File: config.mk
export PLATFORM = sky130hd
export DESIGN_NAME = arm_imm_encoder
export DESIGN_NICKNAME = d
export VERILOG_FILES = /design/src/rtl/arm_imm_encoder.sv
export SDC_FILE = /design/constraint.sdc
export NUM_CORES = 1
export LEC_CHECK = 0
export ABC_AREA = 0
export ABC_CLOCK_PERIOD_IN_PS = 3400
export CAP_MARGIN = 5
export CELL_PAD_IN_SITES_DETAIL_PLACEMENT = 1
export CELL_PAD_IN_SITES_GLOBAL_PLACEMENT = 1
export CORE_AREA = 2 2 112 114
export DETAILED_ROUTE_END_ITERATION = 8
export DIE_AREA = 0 0 114 116
export GPL_ROUTABILITY_DRIVEN = 0
export PLACE_DENSITY_LB_ADDON = 0.05
export SLEW_MARGIN = 20
export SYNTH_ARGS = -nofsm -noshare
export SYNTH_HDL_FRONTEND = slang
export SYNTH_SLANG_ARGS = --single-unit
File: constraint.sdc
create_clock -name clk -period 3.4 [get_ports clk]
set_input_delay 1.02 -clock clk [delete_from_list [all_inputs] [get_ports clk]]
set_output_delay 1.02 -clock clk [all_outputs]
set_load 0.02 [all_outputs]
File: src/rtl/arm_imm_encoder.sv
// arm_imm_encoder: iterative search for the ARM rotate-immediate {rot4,imm8} of a constant, or B/BL offset packing.
// Define ARM_IMM_INVERT_EN to retry a failed rotate search on ~value (MVN/BIC form).
module arm_imm_encoder (
    input  logic        clk,
    input  logic        reset_n,
    input  logic        start,
    input  logic        mode,
    input  logic [31:0] value,
    output logic        busy,
    output logic        done,
    output logic        valid,
    output logic [11:0] imm12,
    output logic [23:0] offset24,
    output logic        carry_out,
    output logic        inverted
);
`ifdef ARM_IMM_INVERT_EN
    typedef enum logic [1:0] {IDLE, SEARCH, INV_SEARCH} state_t;
`else
    typedef enum logic [1:0] {IDLE, SEARCH} state_t;
`endif
    state_t      state_q, state_d;
    logic [3:0]  rot_q, rot_d;
    logic [31:0] value_q, value_d;
    logic        mode_q, mode_d;
    logic        busy_q, busy_d;
    logic        done_q, done_d;
    logic        valid_q, valid_d;
    logic [11:0] imm12_q, imm12_d;
    logic [23:0] offset24_q, offset24_d;
    logic        carry_q, carry_d;
    logic        inverted_q, inverted_d;
    logic        inv_phase;
    logic [31:0] src, cand;
    logic [63:0] dbl;
    logic        hit, br_ok;
`ifdef ARM_IMM_INVERT_EN
    assign inv_phase = (state_q == INV_SEARCH);
`else
    assign inv_phase = 1'b0;
`endif
    // Rotate-left by 2*rot: undo the decode's rotate-right and look for a bare byte.
    assign src   = inv_phase ? ~value_q : value_q;
    assign dbl   = {src, src};
    assign cand  = dbl[6'd63 - {1'b0, rot_q, 1'b0} -: 32];
    assign hit   = (cand[31:8] == 24'h0);
    assign br_ok = (value_q[1:0] == 2'b00) && (value_q[31:25] == 7'h00 || value_q[31:25] == 7'h7f);
    always_comb begin
        state_d    = state_q;
        rot_d      = rot_q;
        value_d    = value_q;
        mode_d     = mode_q;
        busy_d     = busy_q;
        done_d     = 1'b0;
        valid_d    = valid_q;
        imm12_d    = imm12_q;
        offset24_d = offset24_q;
        carry_d    = carry_q;
        inverted_d = inverted_q;
        if (state_q == IDLE) begin
            if (done_q) begin
                busy_d = 1'b0;
            end else if (start && !busy_q) begin
                state_d    = SEARCH;
                rot_d      = 4'd0;
                value_d    = value;
                mode_d     = mode;
                busy_d     = 1'b1;
                valid_d    = 1'b0;
                imm12_d    = 12'h0;
                offset24_d = 24'h0;
                carry_d    = 1'b0;
                inverted_d = 1'b0;
            end
        end else if (mode_q) begin
            state_d    = IDLE;
            done_d     = 1'b1;
            valid_d    = br_ok;
            offset24_d = br_ok ? value_q[25:2] : 24'h0;
        end else if (hit) begin
            state_d    = IDLE;
            done_d     = 1'b1;
            valid_d    = 1'b1;
            imm12_d    = {rot_q, cand[7:0]};
            carry_d    = (rot_q != 4'd0) && src[31];
            inverted_d = inv_phase;
        end else if (rot_q != 4'd15) begin
            rot_d = rot_q + 4'd1;
        end else begin
`ifdef ARM_IMM_INVERT_EN
            if (!inv_phase) begin
                state_d = INV_SEARCH;
                rot_d   = 4'd0;
            end else begin
                state_d = IDLE;
                done_d  = 1'b1;
            end
`else
            state_d = IDLE;
            done_d  = 1'b1;
`endif
        end
    end
    always_ff @(posedge clk or negedge reset_n) begin
        if (!reset_n) begin
            state_q    <= IDLE;
            rot_q      <= 4'd0;
            value_q    <= 32'h0;
            mode_q     <= 1'b0;
            busy_q     <= 1'b0;
            done_q     <= 1'b0;
            valid_q    <= 1'b0;
            imm12_q    <= 12'h0;
            offset24_q <= 24'h0;
            carry_q    <= 1'b0;
            inverted_q <= 1'b0;
        end else begin
            state_q    <= state_d;
            rot_q      <= rot_d;
            value_q    <= value_d;
            mode_q     <= mode_d;
            busy_q     <= busy_d;
            done_q     <= done_d;
            valid_q    <= valid_d;
            imm12_q    <= imm12_d;
            offset24_q <= offset24_d;
            carry_q    <= carry_d;
            inverted_q <= inverted_d;
        end
    end
    assign busy      = busy_q;
    assign done      = done_q;
    assign valid     = valid_q;
    assign imm12     = imm12_q;
    assign offset24  = offset24_q;
    assign carry_out = carry_q;
    assign inverted  = inverted_q;
endmodule

After elaboration in Yosys (flattened, before gate mapping):

Index checks and enable logic that the tools add are counted.

* eq/ne operators: 7
* bitwise operators: 1
* $add $sub $neg: 2
* reduce and logical (&&, ||, !) cells: 22
* muxes and demuxes: 39
* shift-type cells: 1

Operator list (number)
* 2-to-1 mux 24 bit: 5
* indexed part select 95 x 7 -> 32 bit: 1
* 2-to-1 mux 12 bit: 5
* zero test 24 bit: 1
* 2-to-1 mux 4 bit: 6
* 2-to-1 mux 1 bit: 17
* 2-to-1 mux 2 bit: 6
* AND reduction 3 bit: 4
* != test 4 bit, second input constant: 2
* nonzero test 2 bit: 4
* equality test 7 bit, second input constant: 1
* zero test 7 bit: 1
* != test 2 x 1 -> 1 bit, second input constant: 3
* subtractor 6 x 5 -> 6 bit, first input constant: 1
* AND reduction 5 bit: 1
* adder 4 x 1 -> 4 bit, second input constant: 1
* zero test 2 bit: 2
* AND reduction 4 bit: 1
* nonzero test 4 bit: 1
* logical AND 1 bit: 3
* nonzero test 3 bit: 1
* != test 2 bit, second input constant: 1
* AND reduction 2 bit: 1
* zero test 1 bit: 1
* 2 further kinds: 2

* output and inout bits: 41
* input bits: 36
* logic and storage cells: 83
* register bits after elaboration: 80

Longest topological paths before layout:

Gate-level depths: netlist of run 1.

* word-level depth: 6
* depth in mapped cells: 11
* mapped depth without buffers: 7

Least setup slack after synthesis of run 1:

Ideal clock, no wire load.

* path kind: register to register
* start: register rot_q[1]
* end: register imm12_q[6] (netlist: imm12[6])
* buffers on the path: 4
* slack: 693 ps
* arrival: 2628 ps
* required time: 3321 ps
* period minus slack after synthesis: 2707 ps
* stages on the path, launching flop included: 12
* cells stage by stage: dfrtp_1 > buf_6 > buf_6 > buf_8 > mux4_2 > a2111oi_2 > nand3_1 > a211oi_2 > o22ai_2 > nor3_4 > buf_6 > mux2i_1

* longest elaborated chain between the ends: 5

Ends and longest elaborated chain
* from (decl): RTL line 23 `logic [3:0] rot_q, rot_d;`
* from (signal assigned): RTL line 119 `rot_q <= rot_d;`
* subtractor 6 x 5 -> 6 bit (*): RTL line 45 `assign cand = dbl[6'd63 - {1'b0, rot_q, 1'b0} -: 32];`
* indexed part select 95 x 7 -> 32 bit (*): RTL line 45
* zero test 24 bit or 2-to-1 mux 12 bit (tied branches): RTL line 46, 80
* nonzero test 2 bit (no source line) or 2-to-1 mux 12 bit (tied branches)
* AND reduction 4 bit (no source line) or 2-to-1 mux 12 bit (tied branches)
* to (signal assigned): RTL line 125 `imm12_q <= imm12_d;`
* to (decl): RTL line 29 `logic [11:0] imm12_q, imm12_d;`

Every way passes the cells marked *; elsewhere a longest branch is shown, timed or not. The select of a mux whose other input is x is not followed.
A chain may end at the register's enable or synchronous reset.

Worst setup path after layout of run 1:

* start: register rot_q[1]
* end: register imm12_q[4] (netlist: imm12[4])

Same word-level chain as after synthesis.

==> impl_metrics.py, run 1 <==
metrics = {
    "floorplan": {
        "die_area_sq_um": 13200,
        "fp.coreArea_sq_um": 11900,
        "io_pins": 77,
        "rows": 40,
        "start_util_pct": 39.7,
        "fp.dieW_um": 114,
        "die_y_um": 116,
    },
    "synthesis": {
        "synthDistinctLibCells": 58,
        "synth_area_sq_um": 4730,
        "yosys_most_used_dff": "dfrtp_1",
        "ys_async_sr_fraction_pct": 100,
        "yosys_warnings": 0,
        "yosysMostFrequentCell": "nand2_1",
        "synthTopCellsByCount": "nand2_1 (141), dfrtp_1 (78), mux2i_1 (30), mux4_2 (27)",
        "ys_top_cells_by_area": "dfrtp_1 (41%), mux4_2 (13%), nand2_1 (11%)",
        "yosysTopAreaCell": "dfrtp_1",
        "netlist_instances": 470,
        "yosys.area.top_type_share_pct": 41.3,
        "yosysSeqAreaShare_pct": 41.3,
        "synth_edf_count": 0,
        "postSynthNetCount": 508,
        "ys_ff_latch": 78,
        "syn_area_per_cell_sq_um": 10.1,
    },
    "worst_hold_path": {
        "hold_path.class": "reg2reg",
        "hold_start": "done$_DFF_PN0_",
    },
    "sta": {
        "slew_violations": 0,
        "period_minus_slack_ns": 3.09,
        "tns_ns": 0,
        "clock_skew_ns": 0.00558,
        "worst-slew-pin-transition_ns": 0.736,
        "period_share_pct": 91.0,
        "slew_headroom_pct": 51.0,
        "finalHoldViolations": 0,
        "clock.fmax_mhz": 323,
        "setup_viol": 0,
        "rsz0062_at_grt": "false",
    },
    "grt": {
        "grt_util_all_layers_pct": 23.8,
        "grt_overflow_total": 0,
        "antenna_found_initial": 0,
        "grt_start_max_net_pins": 42,
        "grt_pass1_vias": 4210,
        "grt_pass1_wl_um": 23900,
    },
    "layout": {
        "fin_nets": 571,
        "drive_above_1_share_pct": 14.9,
        "fillers": 1329,
        "area_growth_pct": 25.9,
        "diodes": 0,
        "post-route-util_pct": 50.0,
    },
    "setup_path": {
        "arrival_ns": 3.36,
        "cp_slowest_stage_delay_ns": 0.62,
        "reg2reg_setup_slack_ns": 0.31,
        "r2r_start": "rot_q[1]$_DFFE_PN0P_",
        "cp_data_required_time_ns": 3.67,
        "end_kind": "flop",
        "cp_cell_sequence": "buf_12 > or4_1 > a31oi_1 > a32oi_1 > nor4b_2 > o22ai_2 > nor3_4 > buf_4 > mux2i_1",
        "crit_type": "reg2reg",
        "crit_path_start": "rot_q[1]$_DFFE_PN0P_",
        "crit_buf_inv": 2,
        "crit_fanout": 24,
        "cp_top_family": "simple AND/OR/NAND/NOR gates",
        "crit_slowest_cell": "dfrtp_4",
        "startpoint_type": "flop",
    },
    "cts": {
        "cts_tree": "done",
        "h-tree-depth": 3,
        "cts_made_buffers": 9,
        "clock_latency_ns": 0.35,
        "clock-sinks": 78,
        "clock_path_buffers": 2,
        "cts-root-buf": "clkbuf_16",
        "clkTransAtPathRegs_ns": 0.06,
        "cts_setup_buffers": 0,
    },
    "detailed_routing": {
        "totalWireLength_um": 14600,
        "avgRoutedWirePerCell_um": 21.3,
        "drtAntennaViolNets": 0,
        "first_iter_violations": 284,
        "viasPerCell": 5.86,
        "firstDrtPassIters": 4,
        "drc_errors": 0,
        "vias": 4016,
    },
    "pwr": {
        "power_density_nw_per_um2": 847,
        "p_leak_nw": 2.48,
        "power.total_mw": 5.05,
        "vdd_drop_max_mv": 0.372,
    },
    "flow_run": {
        "max_cap_viol_count": 0,
    },
    "placed_design": {
        "dp_hpwl_um": 10300,
        "port_buffers": 75,
    },
    "outcome": {
        "outcome": "finished, final reports clean",
    },
}
==> metal layers <==
layer	wire, um	global-route usage, %
met5	0	0
met4	319	8.86
met3	875	4.13
met2	6610	36.7
met1	6760	33.8
==> logic make-up (layout without fill, tap and decap cells) <==
kind of cell / Yosys count / in the layout / share of synthesized area (%)
muxes: 61 / 61 / 20.2
buffers and inverters: 46 / 114 / 4.95
adders and majority gates: 2 / 2 / 0.529
other: 1 / 1 / 0.0793
and+or+nand+nor: 203 / 203 / 19.1
DFF: 78 / 78 / 41.3
AOI/OAI and AO/OA: 79 / 79 / 13.9
==> worst paths after layout <==
path / endpoint / cells after the start
max: imm12[4]$_DFFE_PN0P_ / 9
min: busy$_DFFE_PN0P_ / 1
min reg2reg: busy$_DFFE_PN0P_ / 1
min in group asynchronous: offset24[14]$_DFFE_PN0P_ / 1
max reg2reg: imm12[4]$_DFFE_PN0P_ / 9
max in group asynchronous: src[1]$_DFFE_PN0P_ / 2
==> placed cells by master, fill, tap and decap left out, types with 9 or more instances in the layout <==
| cell type | count |
|---|---|
| nand2_1 | 141 |
| dfrtp_1 | 77 |
| clkdlybuf4s50_1 | 74 |
| mux2i_1 | 30 |
| mux4_2 | 27 |
| a22o_1 | 24 |
| buf_4 | 15 |
| nor2_1 | 12 |
| nand3_1 | 10 |
| clkbuf_16 | 9 |
==> registers in the layout, summed over array words and instances, names as in the netlist <==
signal,cells
valid,1
mode_q,1
src,32
carry_out,1
offset24,24
rot_q,4
state_q,1
done,1
busy,1
imm12,12
==> power by group <==
part / internal (mW) / leakage [nW] / total (mW) / switching [mW]
Clock: 0.659 / 0.154 / 1.04 / 0.383
Combinational: 1.07 / 1.29 / 2.28 / 1.21
Sequential: 1.17 / 1.03 / 1.73 / 0.559
==> stage by stage <==
stage	hold slack, ns	worst slack [ns]	std cells	instance area, sq um
floorplan	0.516	0.693	470	4730
global placement	0.490	0.327	669	5630
detailed placement	0.495	0.224	669	5630
CTS	0.508	0.220	685	5950
global route	0.531	0.0724	685	5960
finish	0.503	0.305	685	5960
==> layout make-up <==
class	instances	area (sq um)	area share (%)
clock buffers	10	239	4.01
clock inverters	6	85.1	1.43
inverters	6	22.5	0.378
multi-input cells	346	2560	42.9
flip-flops and latches	78	1960	32.8
well taps	147	184	3.09
repair buffers	92	913	15.3
==> timing repair <==
item                       in CTS  in global routing
hold buffers                    0                  0
setup endpoints to repair       0                  9
gates resized for setup         0                  1
hold endpoints to repair        0                  0
Power figures use the tool's default switching activity.
==> run 2: changes to the inputs <==
- ABC_CLOCK_PERIOD_IN_PS: 3400 -> not set
==> results of run 2 <==
Final layout, timing and power as in run 1 (identical DEF).
==> run 3: changes to the inputs <==
- CTS_BUF_LIST: not set -> sky130_fd_sc_hd__clkbuf_4 sky130_fd_sc_hd__clkbuf_8
==> run 3 against run 2 <==
  * Cell count unchanged
  * First-iteration DRC count decreased by 20%
  * Global-route usage decreased by 0.17 points
  * Sequential power about the same
  * Hold slack improved by 0.0017 ns
  * Final area decreased by 1.7%
  * Non-clock buffer count unchanged
  * Sequential cell count unchanged
  * Total power decreased by 5.2%
  * Die area unchanged
  * Via count increased by 0.57%
  * Utilization decreased by 0.85 points
  * Largest cell class unchanged
  * Highest routed layer unchanged
==> impl_metrics.py, run 3 (synthesis results as in run 1) <==
metrics = {
    "outcome": {
        "outcome": "finished, final reports clean",
    },
    "cts": {
        "clock_path_buffers": 2,
        "post_cts_resized": 0,
        "cts_made_buffers": 9,
        "h-tree-depth": 3,
        "clkTransAtPathRegs_ns": 0.08,
        "cts_tree": "done",
        "clock_latency_ns": 0.37,
        "cts-hold-fix-buffers": 0,
        "clock-sinks": 78,
        "cts-root-buf": "clkbuf_8",
        "cts_setup_buffers": 0,
    },
    "detailed_routing": {
        "totalWireLength_um": 14500,
        "viasPerCell": 5.90,
        "drtAntennaViolNets": 0,
        "avgRoutedWirePerCell_um": 21.2,
        "firstDrtPassIters": 5,
        "first_iter_violations": 227,
        "vias": 4039,
        "drc_errors": 0,
    },
    "setup_path": {
        "crit_fanout": 24,
        "crit_slowest_cell": "dfrtp_4",
        "reg2reg_setup_slack_ns": 0.31,
        "arrival_ns": 3.38,
        "startpoint_type": "flop",
        "cp_cell_sequence": "buf_12 > or4_1 > a31oi_1 > a32oi_1 > nor4b_2 > o22ai_2 > nor3_4 > buf_4 > mux2i_1",
        "crit_type": "reg2reg",
        "end_kind": "flop",
        "cp_slowest_stage_delay_ns": 0.62,
        "cp_data_required_time_ns": 3.69,
        "reg2regPathDepth": 9,
    },
    "worst_hold_path": {
        "hold_path.class": "reg2reg",
        "hold_path_depth": 1,
    },
    "sta": {
        "worst_hold_slack_ns": 0.505,
        "period_share_pct": 90.8,
        "worst-slew-pin-transition_ns": 0.738,
        "rsz0062_at_grt": "false",
        "slew_violations": 0,
        "finalHoldViolations": 0,
        "clock.fmax_mhz": 324,
        "clock_skew_ns": 0.00833,
        "slew_headroom_pct": 50.8,
        "tns_ns": 0,
        "setup_viol": 0,
        "period_minus_slack_ns": 3.09,
    },
    "floorplan": {
        "die_area_sq_um": 13200,
        "io_pins": 77,
        "start_util_pct": 39.7,
        "fp.coreArea_sq_um": 11900,
        "die_y_um": 116,
        "rows": 40,
        "fp.dieW_um": 114,
    },
    "pwr": {
        "p_leak_nw": 2.43,
        "vdd_drop_max_mv": 0.354,
        "power_density_nw_per_um2": 817,
    },
    "layout": {
        "fin_nets": 571,
        "drive_above_1_share_pct": 14.9,
        "layout_common_cells": "nand2_1 (141), dfrtp_1 (77), clkdlybuf4s50_1 (74)",
        "diodes": 0,
        "area_growth_pct": 23.8,
        "largest_reg_flops": 32,
        "post-route-util_pct": 49.1,
        "layout_commonest_cell": "nand2_1",
    },
    "flow_run": {
        "max_cap_viol_count": 0,
    },
    "placed_design": {
        "dp_hpwl_um": 10300,
        "port_buffers": 75,
    },
    "grt": {
        "grt_pass1_vias": 4225,
        "grt_pass1_wl_um": 23900,
        "grt_overflow_total": 0,
        "grt_start_max_net_pins": 42,
        "grt_util_all_layers_pct": 23.6,
        "antenna_found_initial": 0,
    },
}
## run 3: changes by cell type in the layout (fill, tap and decap cells not counted)
cell,previous run,this run
clkbuf_16,9,0
clkbuf_8,1,10
## run 3: stage by stage
stage	power, mW	instance area (sq um)	setup WS, ns	cells
2_1_floorplan	3.16	4730	0.693	470
3_3_place_gp	3.95	5630	0.327	669
3_5_place_dp	3.99	5630	0.224	669
4_1_cts	4.79	5850	0.217	685
5_1_grt	5.10	5850	0.0636	685
6_report	4.78	5850	0.312	685
## run 3: cell type report
type | instances | area (sq um)
Fill cell | 1330 | 6060
Multi-Input combinational cell | 346 | 2560
Sequential cell | 78 | 1960
Timing Repair Buffer | 92 | 913
Tap cell | 147 | 184
Clock buffer | 10 | 138
Clock inverter | 6 | 85.1
Inverter | 6 | 22.5
## run 3: per-layer routing
layer	GRT usage [%]	wire length (um)	vias up	part of all wire, %
met4	8.86	308	0	2.1
li1	-	-	1846	-
met1	33.7	6680	2027	46
met2	36.8	6660	142	46
met3	3.50	870	24	6.0
met5	0	0	-	0
## run 3: final timing paths
path / from / to
setup / recovery: rot_q[1]$_DFFE_PN0P_ / imm12[4]$_DFFE_PN0P_
hold / removal: done$_DFF_PN0_ / busy$_DFFE_PN0P_
setup reg to reg: rot_q[1]$_DFFE_PN0P_ / imm12[4]$_DFFE_PN0P_
hold reg to reg: done$_DFF_PN0_ / busy$_DFFE_PN0P_
max in group asynchronous: reset_n / src[0]$_DFFE_PN0P_
min in group asynchronous: reset_n / offset24[14]$_DFFE_PN0P_
## run 3: critical path: cells and delay by family (launching register included)
kind | cells | cell delay [ns]
and+or+nand+nor | 3 | 1.03
AOI/OAI and AO/OA | 3 | 0.63
DFF | 1 | 0.62
buffers and inverters | 2 | 0.49
muxes | 1 | 0.23
## run 3: power by group
part | switching (mW) | internal [mW]
Combinational | 1.21 | 1.07
Clock | 0.351 | 0.430
Sequential | 0.562 | 1.16
